$ cat src/rtl/ddr_stream_pkg.sv
// Shared constants for the DDR sample streamer: MIG command codes, default
// geometry, streamer state encoding and a saturating counter helper.
package ddr_stream_pkg;

    localparam logic [2:0] CMD_WRITE = 3'b000;
    localparam logic [2:0] CMD_READ  = 3'b001;

    localparam int ADDR_STEP_DEF    = 8;
    localparam int DATA_W_DEF       = 256;
    localparam int SAMPLE_W_DEF     = 16;
    localparam int SAMPLES_PER_LINE = DATA_W_DEF / SAMPLE_W_DEF;

    // Streamer state encoding (kept as plain constants for legacy tools)
    localparam logic [2:0] ST_IDLE     = 3'd0;
    localparam logic [2:0] ST_WAIT_CAL = 3'd1;
    localparam logic [2:0] ST_ISSUE    = 3'd2;
    localparam logic [2:0] ST_DRAIN    = 3'd3;
    localparam logic [2:0] ST_DONE     = 3'd4;

    // Increment that sticks at all-ones instead of wrapping
    function automatic logic [15:0] sat_inc16(input logic [15:0] v);
        logic [15:0] r;
        if (v == 16'hFFFF) begin
            r = v;
        end else begin
            r = v + 16'd1;
        end
        return r;
    endfunction

endpackage

$ cat src/rtl/line_fifo.sv
// Synchronous FIFO with a combinational head (zero-bubble read). Pushes while
// full are dropped, pops while empty are ignored.
module line_fifo
    import ddr_stream_pkg::*;
#(
    parameter int WIDTH = 256,
    parameter int DEPTH = 4
) (
    input  logic                     clk,
    input  logic                     rst,
    input  logic                     push,
    input  logic [WIDTH-1:0]         push_data,
    input  logic                     pop,
    output logic [WIDTH-1:0]         pop_data,
    output logic                     full,
    output logic                     empty,
    output logic [$clog2(DEPTH):0]   count
);

    localparam int PW = $clog2(DEPTH);
    localparam int CW = PW + 1;
    localparam logic [CW-1:0] DEPTH_C = CW'(DEPTH);
    localparam logic [CW-1:0] CNT_ONE = CW'(1);
    localparam logic [PW-1:0] PTR_ONE = PW'(1);

    logic [WIDTH-1:0] mem_r [DEPTH];
    logic [PW-1:0]    wr_ptr_r;
    logic [PW-1:0]    rd_ptr_r;
    logic [CW-1:0]    count_r;
    logic             do_push_s;
    logic             do_pop_s;

    assign full      = (count_r == DEPTH_C);
    assign empty     = (count_r == {CW{1'b0}});
    assign count     = count_r;
    assign pop_data  = mem_r[rd_ptr_r];
    assign do_push_s = push && !full;
    assign do_pop_s  = pop && !empty;

    // Line storage; data needs no reset because empty gates its use
    always_ff @(posedge clk) begin
        if (do_push_s) begin
            mem_r[wr_ptr_r] <= push_data;
        end
    end

    // Pointers and occupancy
    always_ff @(posedge clk or posedge rst) begin
        if (rst) begin
            wr_ptr_r <= {PW{1'b0}};
            rd_ptr_r <= {PW{1'b0}};
            count_r  <= {CW{1'b0}};
        end else begin
            if (do_push_s) begin
                wr_ptr_r <= wr_ptr_r + PTR_ONE;
            end
            if (do_pop_s) begin
                rd_ptr_r <= rd_ptr_r + PTR_ONE;
            end
            case ({do_push_s, do_pop_s})
                2'b10:   count_r <= count_r + CNT_ONE;
                2'b01:   count_r <= count_r - CNT_ONE;
                default: count_r <= count_r;
            endcase
        end
    end

    line_fifo_chk u_chk (
        .clk  (clk),
        .rst  (rst),
        .push (push),
        .full (full)
    );

endmodule

$ cat src/rtl/line_fifo_chk.sv
// Simulation checker for line_fifo: a push into a full FIFO means the credit
// accounting upstream is broken.
module line_fifo_chk (
    input logic clk,
    input logic rst,
    input logic push,
    input logic full
);

    push_while_full_a: assert property (@(posedge clk) disable iff (rst) !(push && full));

endmodule

$ cat src/rtl/ddr_sample_streamer.sv
// ddr_sample_streamer: issues MIG read bursts over a contiguous line region,
// buffers returned lines and unpacks them LSB-first into audio samples.
// Build option: define STREAMER_UNDERRUN_CNT_EN to add the underrun_cnt output.
module ddr_sample_streamer
    import ddr_stream_pkg::*;
#(
    parameter int ADDR_W     = 29,
    parameter int DATA_W     = DATA_W_DEF,
    parameter int SAMPLE_W   = SAMPLE_W_DEF,
    parameter int FIFO_DEPTH = 4,
    parameter int ADDR_STEP  = ADDR_STEP_DEF
) (
    input  logic                ui_clk,
    input  logic                ui_clk_sync_rst,
    input  logic                init_calib_complete,
    input  logic                start,
    input  logic [ADDR_W-1:0]   base_addr,
    input  logic [15:0]         num_lines,
    input  logic                loop_en,
    input  logic                stop,
    output logic [ADDR_W-1:0]   app_addr,
    output logic [2:0]          app_cmd,
    output logic                app_en,
    input  logic                app_rdy,
    input  logic [DATA_W-1:0]   app_rd_data,
    input  logic                app_rd_data_valid,
    output logic [SAMPLE_W-1:0] sample_data,
    output logic                sample_valid,
    input  logic                sample_ready,
    output logic                busy,
    output logic                done
`ifdef STREAMER_UNDERRUN_CNT_EN
    ,
    output logic [15:0]         underrun_cnt
`endif
);

    localparam int SPL = DATA_W / SAMPLE_W;
    localparam int IW  = $clog2(SPL);
    localparam int CW  = $clog2(FIFO_DEPTH) + 1;
    localparam logic [ADDR_W-1:0] STEP_L   = ADDR_W'(ADDR_STEP);
    localparam logic [CW:0]       DEPTH_L  = (CW+1)'(FIFO_DEPTH);
    localparam logic [CW-1:0]     OUT_ONE  = CW'(1);
    localparam logic [IW-1:0]     IDX_ONE  = IW'(1);
    localparam logic [IW-1:0]     IDX_LAST = IW'(SPL - 1);

    logic [2:0]          state_r;
    logic                busy_r;
    logic                done_r;
    logic                app_en_r;
    logic [ADDR_W-1:0]   app_addr_r;
    logic [ADDR_W-1:0]   cur_addr_r;
    logic [ADDR_W-1:0]   base_r;
    logic [15:0]         num_r;
    logic [15:0]         lines_left_r;
    logic                loop_r;
    logic                stop_pend_r;
    logic [CW-1:0]       outstanding_r;
    logic [IW-1:0]       idx_r;

    logic [DATA_W-1:0]   head_s;
    logic                fifo_full_s;
    logic                fifo_empty_s;
    logic [CW-1:0]       fifo_count_s;
    logic                push_s;
    logic                pop_s;
    logic                accept_s;
    logic                credit_s;
    logic                stop_req_s;
    logic                last_line_s;
    logic                sample_valid_s;
    logic [SAMPLE_W-1:0] sample_data_s;
    logic [SAMPLE_W-1:0] lane_s [SPL];

    // Returns only count when a read is actually outstanding, so data still
    // in flight across a reset is discarded.
    assign push_s         = app_rd_data_valid && (outstanding_r != {CW{1'b0}});
    assign sample_valid_s = !fifo_empty_s;
    assign pop_s          = sample_valid_s && sample_ready && (idx_r == IDX_LAST);
    assign accept_s       = app_en_r && app_rdy;
    assign credit_s       = (({1'b0, outstanding_r} + {1'b0, fifo_count_s}) < DEPTH_L);
    assign stop_req_s     = stop || stop_pend_r;
    assign last_line_s    = (lines_left_r == 16'd1);

    assign app_addr     = app_addr_r;
    assign app_cmd      = CMD_READ;
    assign app_en       = app_en_r;
    assign sample_valid = sample_valid_s;
    assign sample_data  = sample_data_s;
    assign busy         = busy_r;
    assign done         = done_r;

    line_fifo #(
        .WIDTH (DATA_W),
        .DEPTH (FIFO_DEPTH)
    ) u_line_fifo (
        .clk       (ui_clk),
        .rst       (ui_clk_sync_rst),
        .push      (push_s),
        .push_data (app_rd_data),
        .pop       (pop_s),
        .pop_data  (head_s),
        .full      (fifo_full_s),
        .empty     (fifo_empty_s),
        .count     (fifo_count_s)
    );

    // Stream control: command issue, address walk, loop reload and drain
    always_ff @(posedge ui_clk or posedge ui_clk_sync_rst) begin
        if (ui_clk_sync_rst) begin
            state_r      <= ST_IDLE;
            busy_r       <= 1'b0;
            done_r       <= 1'b0;
            app_en_r     <= 1'b0;
            app_addr_r   <= {ADDR_W{1'b0}};
            cur_addr_r   <= {ADDR_W{1'b0}};
            base_r       <= {ADDR_W{1'b0}};
            num_r        <= 16'd0;
            lines_left_r <= 16'd0;
            loop_r       <= 1'b0;
            stop_pend_r  <= 1'b0;
        end else begin
            done_r <= 1'b0;
            case (state_r)
                ST_IDLE: begin
                    if (start && (num_lines != 16'd0)) begin
                        base_r       <= base_addr;
                        num_r        <= num_lines;
                        loop_r       <= loop_en;
                        cur_addr_r   <= base_addr;
                        lines_left_r <= num_lines;
                        busy_r       <= 1'b1;
                        stop_pend_r  <= 1'b0;
                        state_r      <= ST_WAIT_CAL;
                    end else if (start) begin
                        done_r  <= 1'b1;
                        state_r <= ST_DONE;
                    end
                end
                ST_WAIT_CAL: begin
                    if (init_calib_complete) begin
                        state_r <= ST_ISSUE;
                    end
                end
                ST_ISSUE: begin
                    if (accept_s) begin
                        // A command hands off: advance, and reload or finish
                        app_en_r     <= 1'b0;
                        cur_addr_r   <= cur_addr_r + STEP_L;
                        lines_left_r <= lines_left_r - 16'd1;
                        if (last_line_s && loop_r) begin
                            cur_addr_r   <= base_r;
                            lines_left_r <= num_r;
                        end
                        if ((last_line_s && !loop_r) || stop_req_s) begin
                            stop_pend_r <= 1'b0;
                            state_r     <= ST_DRAIN;
                        end
                    end else if (app_en_r) begin
                        // Pending command must finish before honouring stop
                        if (stop) begin
                            stop_pend_r <= 1'b1;
                        end
                    end else if (stop_req_s) begin
                        stop_pend_r <= 1'b0;
                        state_r     <= ST_DRAIN;
                    end else if (credit_s) begin
                        app_en_r   <= 1'b1;
                        app_addr_r <= cur_addr_r;
                    end
                end
                ST_DRAIN: begin
                    if ((outstanding_r == {CW{1'b0}}) && fifo_empty_s) begin
                        busy_r  <= 1'b0;
                        done_r  <= 1'b1;
                        state_r <= ST_DONE;
                    end
                end
                ST_DONE: begin
                    state_r <= ST_IDLE;
                end
                default: begin
                    busy_r   <= 1'b0;
                    app_en_r <= 1'b0;
                    state_r  <= ST_IDLE;
                end
            endcase
        end
    end

    // Reads issued but not yet returned
    always_ff @(posedge ui_clk or posedge ui_clk_sync_rst) begin
        if (ui_clk_sync_rst) begin
            outstanding_r <= {CW{1'b0}};
        end else begin
            case ({accept_s, push_s})
                2'b10:   outstanding_r <= outstanding_r + OUT_ONE;
                2'b01:   outstanding_r <= outstanding_r - OUT_ONE;
                default: outstanding_r <= outstanding_r;
            endcase
        end
    end

    // Sample index within the head line; wraps as the line is popped
    always_ff @(posedge ui_clk or posedge ui_clk_sync_rst) begin
        if (ui_clk_sync_rst) begin
            idx_r <= {IW{1'b0}};
        end else if (sample_valid_s && sample_ready) begin
            if (idx_r == IDX_LAST) begin
                idx_r <= {IW{1'b0}};
            end else begin
                idx_r <= idx_r + IDX_ONE;
            end
        end
    end

    // Split the head line into lanes, lane 0 being the least significant
    always_comb begin
        for (int i = 0; i < SPL; i++) begin
            lane_s[i] = head_s[i*SAMPLE_W +: SAMPLE_W];
        end
    end

    // Present the selected lane, zero when nothing is buffered
    always_comb begin
        sample_data_s = {SAMPLE_W{1'b0}};
        if (!fifo_empty_s) begin
            sample_data_s = lane_s[idx_r];
        end else begin
            sample_data_s = {SAMPLE_W{1'b0}};
        end
    end

`ifdef STREAMER_UNDERRUN_CNT_EN
    logic [15:0] underrun_r;

    // Cycles where the consumer wanted data during a stream and none was ready
    always_ff @(posedge ui_clk or posedge ui_clk_sync_rst) begin
        if (ui_clk_sync_rst) begin
            underrun_r <= 16'h0000;
        end else if ((state_r == ST_IDLE) && start) begin
            underrun_r <= 16'h0000;
        end else if (busy_r && sample_ready && !sample_valid_s) begin
            underrun_r <= sat_inc16(underrun_r);
        end
    end

    assign underrun_cnt = underrun_r;
`endif

endmodule

$ cat config.mk
export PLATFORM = sky130hd
export DESIGN_NAME = ddr_sample_streamer
export DESIGN_NICKNAME = d
export VERILOG_FILES = /design/src/rtl/ddr_stream_pkg.sv /design/src/rtl/line_fifo.sv /design/src/rtl/line_fifo_chk.sv /design/src/rtl/ddr_sample_streamer.sv
export SDC_FILE = /design/constraint.sdc
export NUM_CORES = 1
export LEC_CHECK = 0
export CAP_MARGIN = 20
export CORE_MARGIN = 4
export CORE_UTILIZATION = 50
export DETAILED_ROUTE_END_ITERATION = 12
export HOLD_SLACK_MARGIN = 0.02
export PLACE_DENSITY = 0.7
export SYNTH_ARGS = -nofsm -noshare
export SYNTH_HDL_FRONTEND = slang
export SYNTH_SLANG_ARGS = --single-unit
export TNS_END_PERCENT = 30
$ cat constraint.sdc
create_clock -name ui_clk -period 21.3 [get_ports ui_clk]
set_input_delay 5.325 -clock ui_clk [delete_from_list [all_inputs] [get_ports ui_clk]]
set_output_delay 5.325 -clock ui_clk [all_outputs]
set_load 0.01 [all_outputs]
After elaboration in Yosys (flattened, before gate mapping):

Memory sizes are Yosys's and may differ from the RTL's.
Cells that the tools add are included.

* add/sub/neg operators: 10
* muxes and demuxes: 45
* reduce and logical (&&, ||, !) cells: 31
* equality and inequality tests: 21
* bitwise operators: 5
* magnitude comparators: 2

Operator list (count)
* 2-to-1 mux 16 bit: 6
* 2-to-1 mux 29 bit: 3
* binary-select mux 16 bit (select 4 bit): 1
* one-hot mux 29 bit (2 select lines): 1
* one-hot mux 16 bit (2 select lines): 1
* adder 29 x 4 -> 29 bit, second input constant: 1
* 2-to-1 mux 3 bit: 8
* 2-to-1 mux 1 bit: 17
* equality test 16 x 1 -> 1 bit, second input constant: 1
* nonzero test 16 bit: 1
* subtractor 16 x 1 -> 16 bit, second input constant: 1
* inequality test 3 bit, second input constant: 4
* one-hot mux 3 bit (2 select lines): 2
* one-hot mux 3 bit (4 select lines): 1
* logical AND 1 bit: 10
* AND reduction 5 bit: 2
* logical NOT 3 bit: 3
* inequality test 2 bit, second input constant: 4
* inequality test 4 bit, second input constant: 2
* adder 3 x 1 -> 3 bit, second input constant: 2
* equality test 3 x 2 -> 1 bit, second input constant: 2
* equality test 3 bit, second input constant: 2
* one-hot mux 1 bit (2 select lines): 3
* AND reduction 3 bit: 2
* other kinds (22): 34

* memories kept: 1
* flip-flop bits (word level): 141
* output and inout bits: 52
* logic and storage cells: 131
* RAM bits: 1024
* input bits: 310

Memory list
* u_line_fifo.mem_r: words 4, width 256, read ports 1, clocked after Yosys merged registers in 0, write ports 1, line line_fifo.sv:26 `logic [WIDTH-1:0] mem_r [DEPTH];`

Longest topological paths before layout:

Gate-level depths: netlist (run 1).

* depth after elaboration: 7
* gate-level depth with buffers: 10
* depth with buffers taken out: 10

Hierarchy:

A second synthesis (run 1) with hierarchy kept.

* cell total of the unflattened synthesis: 2248
* area total of the unflattened synthesis: 46753.6 um^2

Modules (own cells, without submodules)
* line_fifo: area each 37808.8 um^2, cells each 1376, instances 1, sequential area each 30924.7 um^2
* ddr_sample_streamer: area each 8944.8 um^2, cells each 872, instances 1, sequential area each 3353.2 um^2

Worst setup path before layout (run 1):

Ideal clock, no wire load.

* path type: input to register
* start point: input app_rd_data_valid
* end point: memory u_line_fifo.mem_r[0][0] (enable)
* library setup time: 0.649 ns
* slack: 8.936 ns
* arrival time: 11.714 ns
* buffers on the path: 0
* stages: 3
* data required time: 20.651 ns
* cells stage by stage: nor2b_1 > a21boi_1 > and2_1

* word-level cells in the longest chain between the ends: 4

RTL lines
* start, declared: line ddr_sample_streamer.sv:26 `input logic app_rd_data_valid,`
* logical AND 1 bit: line ddr_sample_streamer.sv:77 `assign push_s = app_rd_data_valid && (outstanding_r != {CW{1'b0}});`
* logical AND 1 bit: line line_fifo.sv:37 `assign do_push_s = push && !full;`
* 2-to-1 mux 1 bit: line line_fifo.sv:42 `if (do_push_s) begin`
* 2-to-1 mux 1 bit (implied by the code): line line_fifo.sv:43 `mem_r[wr_ptr_r] <= push_data;`
* end, declared: line line_fifo.sv:26

No other way between the ends.

Worst setup path in the final report (run 1):

* start point: register u_line_fifo.rd_ptr_r[1]
* end point: output sample_data[2]

* word-level cells in the longest chain between the ends: 5

RTL lines
* start, declared: line line_fifo.sv:28 `logic [PW-1:0] rd_ptr_r;`
* start signal, assigned: line line_fifo.sv:51 `rd_ptr_r <= {PW{1'b0}};`
* start signal, assigned: line line_fifo.sv:58 `rd_ptr_r <= rd_ptr_r + PTR_ONE;`
* memory read (4 x 256 bit)
* binary-select mux 16 bit (select 4 bit): line ddr_sample_streamer.sv:228 `sample_data_s = lane_s[idx_r];`
* 2-to-1 mux 16 bit (implied by the code) (2 in a row): line ddr_sample_streamer.sv:228
* 2-to-1 mux 16 bit: line ddr_sample_streamer.sv:227 `if (!fifo_empty_s) begin`
* end, declared: line ddr_sample_streamer.sv:27 `output logic [SAMPLE_W-1:0] sample_data,`

No other way between the ends. The select of a mux whose other input is x is not followed.

==> summary.txt, run 1 <==
Startpoint Class: flip-flop
Clk pwr share: 25.7%
worst reg2reg setup slack: 17.01 ns
clk root buf: clkbuf_16
area share of the largest cell type after synthesis: 66.4%
CTS Buf Count: 115
CP Launch Point: u_line_fifo.rd_ptr_r[1]$_DFFE_PP0P_
path depth of the worst reg2reg path: 7
synth warn: 0
final worst setup slack: 10.62 ns
Slew Limit Headroom: 21.5%
critical path endpoint: sample_data[2]
TritonCTS clock tree: yes
DP HPWL: 72600 um
htree depth: 3
FF+latch count, synth: 1165
skew final: 0.0202 ns
P per Cell Area: 137 nW/um2
final antenna-violating net count: 0
vias: 25300
Netlist cell types: 84
GPL Wtd Cong: 0.867
Setup CP Type: flip-flop to output port
Leakage Power: 18.2 nW
Worst setup EP type: output port
final hold vios: 0
area of the multi-input gates: 11300 um2
Max VDD drop: 0.110 mV
Critical Path AT: 5.35 ns
syn_area_per_cell: 18.6 um2
Worst EP required: 15.98 ns
outcome: complete, no violations
IO buf count: 358
initial core utilization: 50.4%
Die W: 312 um
pre-CTS WS: 10.90 ns
commonest cells in the netlist: edfxtp_1 (1024), mux4_2 (229), nand2_1 (198)
total gr overflow: 0
ys async rst share: 12.1%
crit share post-route: 50.1%
dominant cell type by area after synthesis: edfxtp_1
CTS resizes: 0
Flop pwr share: 44.0%
CTS Hold Bufs: 0
core area: 91800 um2
f_max: 0.0937 GHz
sequential area share after synthesis: 74.0%
Critical R2R Launch: outstanding_r[2]$_DFFE_PP0P_
clk slew on worst S/H paths: 0.06 ns
layout net count: 3196
cells after synthesis: 2495
Worst Tran Pin Value: 1.17 ns
crit path max fanout: 66
Net Sw Frac: 31.7%
final setup TNS: 0 ns
Die ar.: 97500 um2
clock buffer depth: 3
RSZ-0062 raised after global routing: no
register area: 34300 um2
Final min period: 10.68 ns
layout cells sized above 1: 18.3%
clock sink count: 1165
Pre-antenna DRT Iters: 5
Vias/cell: 5.97
Logic pwr share: 30.3%
synth top area cells: edfxtp_1 (66%), mux4_2 (11%), dfrtp_1 (7.6%), mux2_2 (1.6%), nand2_1 (1.6%)
Rows: 111
sw power: 2.38 mW
Total Routing Usage GR: 23.0%
# IOs: 362
RR Endpoint: u_line_fifo.mem_r[1][136]$_DFFE_PP_
Post-synth EDFFs: 1024
Int Power: 5.13 mW
Layout area overhead: 18.6%
DR DRC count: 0
initial DRC count: 2727
Post-Route WL: 113000 um
Die Span Y: 312 um
Clock Latency Late Sink: 0.69 ns
largest net degree at the start of global routing: 159
Final Cell Area: 54900 um2
top-count cell post-synth: edfxtp_1
HP Class: flip-flop to flip-flop
vias in the first global route: 26000
global-route wire length before repair: 169000 um
# fillers: 6589
antenna violations before repair: 46
Post-CTS Setup Bufs: 0
max-cap violation count: 0
Placement Cell Area: 51100 um2
Synth Flop Type: edfxtp_1
Slew Viols, Final: 0
post-synthesis cell area: 46300 um2
final setup vio count: 0
Avg WL per Cell: 26.7 um
-- flip-flops by register name (all words and copies together), names as in the netlist --
| name | flops |
|---|---|
| u_line_fifo.count | 3 |
| app_addr | 29 |
| state_r | 3 |
| lines_left_r | 16 |
| u_line_fifo.rd_ptr_r | 2 |
| app_en | 1 |
| outstanding_r | 3 |
| stop_pend_r | 1 |
| busy | 1 |
| u_line_fifo.mem_r | 1024 |
| done | 1 |
| loop_r | 1 |
| cur_addr_r | 29 |
| u_line_fifo.wr_ptr_r | 2 |
| num_r | 16 |
| idx_r | 4 |
| base_r | 29 |
-- critical path, stage by stage, from the launching register on --
cell             delay, ns
dfrtp_4               0.97
buf_4                 0.93
buf_4                 0.42
buf_16                0.32
mux4_2                0.54
a22oi_1               0.20
nand4_1               0.13
nand4_1               0.17
o21ai_0               0.29
clkdlybuf4s50_1       0.59
-- layout by cell type, fill, tap and decap left out, types with 7 or more instances in the layout --
master	synthesis	routed
nand2_1	198	198
or3_1	8	8
inv_1	28	27
clkinv_2	0	23
a22oi_1	52	52
diode_2	0	25
buf_4	4	38
a221oi_1	17	17
clkbuf_1	64	28
a31oi_1	15	15
o2bb2ai_1	9	9
clkbuf_16	0	115
a211oi_1	21	21
nor3_1	49	49
a21o_1	14	14
a22o_1	10	10
ha_1	12	12
nand3_1	47	47
mux4_2	229	229
dfrtp_1	141	137
mux2_2	66	66
edfxtp_1	1024	1024
nor2_1	49	48
nor4_1	9	9
o211ai_1	12	12
a21oi_1	38	38
clkdlybuf4s50_1	0	358
mux2i_1	48	48
nor2b_1	8	8
nand4_1	9	9
o221ai_1	12	12
o22ai_1	31	31
o21ai_0	67	67
clkinv_1	0	22
or4_1	7	7
-- metrics by stage --
step | hold WS [ns] | power, mW | instances | util [%]
after global placement | 0.451 | 5.55 | 3993 | 55.7
final | 0.471 | 7.51 | 4236 | 59.8
after global routing | 0.496 | 7.86 | 4219 | 59.7
after floorplan | 0.437 | 4.87 | 2496 | -
after detailed placement | 0.459 | 5.62 | 3993 | 55.7
after CTS | 0.472 | 7.55 | 4206 | 59.6
-- area by class of cell --
type / count / share of cell area [%]
Multi-Input combinational cell: 1159 / 20.5
Timing Repair Buffer: 403 / 7.33
Sequential cell: 1165 / 62.5
Inverter: 28 / 0.201
Tap cell: 1243 / 2.83
Clock buffer: 147 / 5.53
Antenna cell: 25 / 0.114
Clock inverter: 66 / 1.01
-- power by group through the flow --
stage	Clock [mW]	Sequential, mW	Combinational [mW]
detailed placement	0	3.35	2.27
global route	2.06	3.35	2.45
CTS	1.96	3.30	2.28
global placement	0	3.31	2.24
floorplan	0	3.34	1.53
finish	1.93	3.30	2.27
-- cells by family after synthesis --
family | Yosys count | synth area share (%)
muxes | 343 | 13.8
buffers and inverters | 172 | 1.70
AOI/OAI and AO/OA | 339 | 5.11
and+or+nand+nor | 448 | 4.71
other | 2 | 0.0162
DFF | 1165 | 74.0
adders and majority gates | 14 | 0.411
xor gates and xnor gates | 12 | 0.227
-- metal layers --
layer	global-route usage [%]	share of wire, %
met5	0	0.21
met4	6.00	2.4
met3	6.13	8.0
met2	37.2	49
met1	31.5	40
-- how the worst min path moves through the flow --
stage                                 end  slack (ns)  cells after the start             startpoint
global route         num_r[6]$_DFFE_PP0P_        0.50                      2   num_r[6]$_DFFE_PP0P_
CTS                 base_r[9]$_DFFE_PP0P_        0.47                      2  base_r[9]$_DFFE_PP0P_
floorplan           base_r[9]$_DFFE_PP0P_        0.44                      2  base_r[9]$_DFFE_PP0P_
detailed placement  base_r[9]$_DFFE_PP0P_        0.46                      2  base_r[9]$_DFFE_PP0P_
global placement    base_r[9]$_DFFE_PP0P_        0.45                      2  base_r[9]$_DFFE_PP0P_
finish              base_r[9]$_DFFE_PP0P_        0.47                      2  base_r[9]$_DFFE_PP0P_
Note: power is estimated with default switching activity, not from simulation.
==> inputs of run 2 (changes only) <==
==> constraint.sdc (replaced) <==
create_clock -name ui_clk -period 10.9 [get_ports ui_clk]
set_input_delay 2.725 -clock ui_clk [delete_from_list [all_inputs] [get_ports ui_clk]]
set_output_delay 2.725 -clock ui_clk [all_outputs]
set_load 0.01 [all_outputs]
==> summary.txt, run 2 (synthesized netlist as in run 1, its figures left out) <==
Rows: 111 (unchanged)
max-cap violation count: 0 (unchanged)
core area: 91800 um2 (unchanged)
layout net count: 3195 (-0.031%)
WP depth: 9 (unchanged)
largest reg by FF count: u_line_fifo.mem_r
worst hold slack: 0.472 ns (+0.00143 ns)
Vias/cell: 6.00 (+0.51%)
Max VDD drop: 0.225 mV (+100%)
total gr overflow: 0 (unchanged)
Logic pwr share: 30.0% (-0.3 points)
max incr delay on CP: 0.73 ns (-0.24 ns)
Crit path max-delay family: buffers and inverters
largest net degree at the start of global routing: 160 (+0.63%)
global-route wire length before repair: 170000 um (+0.54%)
worst reg2reg setup slack: 6.95 ns (-10.06 ns)
CP Launch Point: u_line_fifo.rd_ptr_r[1]$_DFFE_PP0P_
final hold vios: 0 (unchanged)
path depth of the worst reg2reg path: 6 (-1)
layout cells sized above 1: 18.3% (+0.061 points)
Setup CP Type: flip-flop to output port
Startpoint Class: flip-flop
Worst EP required: 8.18 ns (-7.80 ns)
clock buffer depth: 3 (unchanged)
f_max: 0.132 GHz
Die W: 312 um (unchanged)
Pre-antenna DRT Iters: 7 (+2)
Worst Tran Pin Value: 1.14 ns (-0.0366 ns)
DR DRC count: 0 (unchanged)
vias: 25400 (+0.42%)
final setup vio count: 0 (unchanged)
Critical Path AT: 4.83 ns (-0.52 ns)
Tot Pwr: 15.0 mW (+99%)
initial core utilization: 50.4% (unchanged)
top layer in use: met5
crit share post-route: 69.3%
antenna violations before repair: 43 (-6.5%)
hold wc startpoint: base_r[27]$_DFFE_PP0P_
Final min period: 7.55 ns
final antenna-violating net count: 0 (unchanged)
Post-CTS Setup Bufs: 0 (unchanged)
clock sink count: 1165 (unchanged)
register area: 34300 um2 (unchanged)
Avg WL per Cell: 26.9 um (+0.62%)
sw power: 4.70 mW (+97%)
critical path endpoint: sample_data[6]
Worst setup EP type: output port
vias in the first global route: 25800 (-0.47%)
Leakage Power: 18.3 nW (+0.80%)
skew final: 0.0304 ns (+0.0103 ns)
critical-path cell list: buf_16 > buf_4 > buf_4 > mux4_2 > a22oi_1 > nand2_1 > nor3_1 > o22ai_1 > clkdlybuf4s50_1
most frequent cells in the layout: edfxtp_1 (1024), clkdlybuf4s50_1 (358), mux4_2 (229)
RR Endpoint: u_line_fifo.mem_r[2][96]$_DFFE_PP_
# IOs: 362 (unchanged)
Clock Latency Late Sink: 0.71 ns (+0.02 ns)
HP Class: flip-flop to flip-flop
M1 WL: 45000 um (-0.95%)
Critical R2R Launch: outstanding_r[0]$_DFFE_PP0P_
htree depth: 3 (unchanged)
clk root buf: clkbuf_16
CP bufs+invs: 4 (unchanged)
crit path max fanout: 42 (-36%)
outcome: complete, no violations
CTS resizes: 0 (unchanged)
pre-CTS WS: 4.05 ns (-6.85 ns)
final setup TNS: 0 ns (unchanged)
Net Sw Frac: 31.4% (-0.29 points)
Post-Route WL: 114000 um (+0.52%)
max reg flops: 1024 (unchanged)
CTS Buf Count: 116 (+0.87%)
area of the multi-input gates: 11300 um2 (unchanged)
initial DRC count: 2497 (-8.4%)
Flop pwr share: 42.9% (-1.1 points)
Slew Viols, Final: 0 (unchanged)
Placed Instances: 3994 (+0.025%)
GPL Wtd Cong: 0.856 (-1.3%)
RSZ-0062 raised after global routing: no
Layout area overhead: 19.2%
Total Routing Usage GR: 23.2% (+0.15 points)
TritonCTS clock tree: yes
# fillers: 6579 (-0.15%)
Die ar.: 97500 um2 (unchanged)
CTS Hold Bufs: 0 (unchanged)
Die Span Y: 312 um (unchanged)
Worst path most repeated cell: buf_4
IO buf count: 358 (unchanged)
clk slew on worst S/H paths: 0.06 ns (about the same)
Final Instance Count excl. Fillers: 4232 (-0.094%)
final worst setup slack: 3.35 ns (-7.27 ns)
slowest stage cell, crit path: dfrtp_4
routed length on met3: 9310 um (+2.5%)
Slew Limit Headroom: 24.0% (+2.5 points)
DP HPWL: 72500 um (-0.22%)
Int Power: 10.3 mW (+100%)
commonest non-fill, non-tap cell in the layout: edfxtp_1
Clk pwr share: 27.1% (+1.4 points)
P per Cell Area: 271 nW/um2 (+98%)
routed wl met2: 56400 um (+0.93%)
run 2: area by class of cell:
cell class	count	area share (%)
tap	1243	2.82
sequential	1165	62.1
inverter	28	0.199
antenna	20	0.0907
clock buffer	150	5.62
timing repair buffer	401	7.28
clock inverter	66	1.48
multi-input combinational	1159	20.4
run 2: worst min-delay path by stage:
stage	endpoint	slack [ns]	cells past startpoint
CTS	base_r[27]$_DFFE_PP0P_	0.47	2
finish	base_r[27]$_DFFE_PP0P_	0.47	2
detailed placement	base_r[27]$_DFFE_PP0P_	0.46	2
global route	base_r[25]$_DFFE_PP0P_	0.49	2
global placement	base_r[26]$_DFFE_PP0P_	0.45	2
floorplan	base_r[9]$_DFFE_PP0P_	0.44	2
run 2: per-layer routing:
metal	vias up	track usage [%]
met3	222	5.62
met4	30	6.23
met1	13100	31.6
met2	1067	37.9
li1	10900	-
met5	-	0
run 2: power groups by stage:
stage	Sequential [mW]	Combinational, mW	Clock, mW
floorplan	6.53	2.99	0
global placement	6.48	4.40	0
detailed placement	6.50	4.52	0
CTS	6.42	4.54	4.12
global route	6.51	4.82	4.33
finish	6.42	4.49	4.05
run 2: metrics by stage:
stage                     utilization, %  cell area (um2)
after floorplan                        -            46300
after global placement              55.7            51200
after detailed placement            55.8            51200
after CTS                           60.0            55100
after global routing                60.1            55200
final                               60.1            55200
run 2: worst reg2reg max path: cells and delay by family (launching register included):
kind                   cells  cell delay (ns)
buffers and inverters      2             1.46
DFF                        1             0.40
AOI/OAI and AO/OA          1             0.59
and+or+nand+nor            3             1.09
==> RTL change, RTL diff (config.mk and constraints of run 1) <==
Set the package constant `SAMPLE_W_DEF` to 32 (it was 16).
--- a/src/rtl/ddr_stream_pkg.sv
+++ b/src/rtl/ddr_stream_pkg.sv
@@ -7,7 +7,7 @@
 
     localparam int ADDR_STEP_DEF    = 8;
     localparam int DATA_W_DEF       = 256;
-    localparam int SAMPLE_W_DEF     = 16;
+    localparam int SAMPLE_W_DEF     = 32;
     localparam int SAMPLES_PER_LINE = DATA_W_DEF / SAMPLE_W_DEF;
 
     // Streamer state encoding (kept as plain constants for legacy tools)
Ports: changed (resized sample_data); port bits go from 362 to 378. No check against the original RTL was run, so the function may have changed too.
==> RTL change against run 1 <==
Register-to-register slack barely moved; critical path type unchanged; design area rose by 0.32%; sequential cell count fell by 1; synthesized cell count fell by 9.9%; die area fell by 0.26%; highest routed layer unchanged; wire length fell by 8.2%; clock power rose by 4%; synthesized area fell by 0.26%; via count fell by 6.8%; power rose by 3.9%; clock skew rose by 0.0080 ns; setup slack got worse by 0.27 ns.
==> RTL change: results (changes against run 1) <==
Pwr
  • Sequential power share: 42.6% (-1.4 points)
  • P_int: 5.42 mW (+5.7%)
  • Clk power: 2.00 mW (+4%)

Critical path
  • R2r startpoint: outstanding_r[0]
  • Max FO, Critical Path: 47 (-29%)
  • Worst Path Arrival: 5.63 ns (+0.28 ns)
  • Critical path destination: sample_data[11]
  • CP startpoint: u_line_fifo.rd_ptr_r[0]
  • CP peak stage delay: 0.84 ns (-0.13 ns)

Global routing
  • First-pass GRT wire length: 156 mm (-7.3%)
  • GRT Total Usage: 21.4% (-1.6 points)
  • Vias in the first global route: 24565 (-5.3%)

Layout
  • Final-layout clock-cell area share: 6.82% (+0.28 points)
  • Non-clk invs: 63 (+130%)
  • N_diodes: 14 (-44%)
  • Layout cells sized above 1: 22.6% (+4.3 points)
  • Bufs w/o clock: 416 (+3.2%)
  • Multi-Input Combinational: 893 (-23%)
  • Clkbuf count: 145 (-1.4%)
  • Reg area: 34300 um2 (about the same)
  • Multi-input gate area: 11100 um2 (-1.4%)
  • NumNets Final: 2978 (-6.8%)

Outcome
  • Outcome: completed

Yosys
  • Synth area leaders: edfxtp_1 (67%), mux4_2 (16%), dfrtp_1 (7.6%)
  • Seq/Total Area, Yosys: 74.2% (+0.14 points)

Route
  • Initial DRC Count: 2108 (-23%)
  • Via count: 23547 (-6.8%)

STA
  • Max-slew headroom: 29.8% (+8.3 points)

Place
  • DPL Wire Length: 64.5 mm (-11%)
  • IO buf count: 374 (+4.5%)

Min path
  • Hold EP: base_r[23]

Clocking
  • CTS Sinks: 1164 (-0.086%)
[RTL change: changes by cell type after synthesis, moves of 22 or more]
cell	run 1	this run
nor3_1	49	19
o21ai_1	0	40
mux4_2	229	320
o22ai_1	31	9
nand2_1	198	53
inv_1	28	62
a22oi_1	52	6
mux2i_1	48	5
[RTL change: metal layers]
layer | track usage (%) | vias up | share of wire (%)
met5 | 0 | - | 0.21
met4 | 5.15 | 34 | 2.4
met3 | 7.02 | 205 | 9.1
met2 | 36.2 | 847 | 51
met1 | 27.1 | 12306 | 37
li1 | - | 10155 | -
[RTL change: worst max-delay path: cells and delay by family, from the launching register on]
kind / cells / cell delay (ns)
flip-flops: 1 / 0.84
AO/OA/AOI/OAI: 1 / 0.09
buffers and inverters: 5 / 2.67
AND/OR/NAND/NOR: 1 / 0.12
multiplexers: 2 / 1.11
[RTL change: per-stage QoR]
| stage | worst slack [ns] | hold slack [ns] | instances | instance area (um2) |
|---|---|---|---|---|
| after floorplan | 8.94 | 0.441 | 2250 | 46200 |
| after global placement | 10.29 | 0.457 | 3716 | 51100 |
| after detailed placement | 10.27 | 0.459 | 3718 | 51200 |
| after CTS | 9.51 | 0.474 | 3935 | 54900 |
| after global routing | 9.78 | 0.505 | 3943 | 55000 |
| final | 10.35 | 0.474 | 3953 | 55100 |
[RTL change: cell families (layout without fill, tap and decap cells)]
group / count (synthesis) / count (layout) / share of synthesized area [%]
buf+inv: 193 / 696 / 1.85
fa+ha+maj: 15 / 15 / 0.439
xor+xnor: 20 / 20 / 0.379
other cells: 2 / 17 / 0.0163
flops: 1164 / 1164 / 74.2
compound gates: 228 / 228 / 3.07
simple gates: 237 / 237 / 2.76
mux: 390 / 390 / 17.3
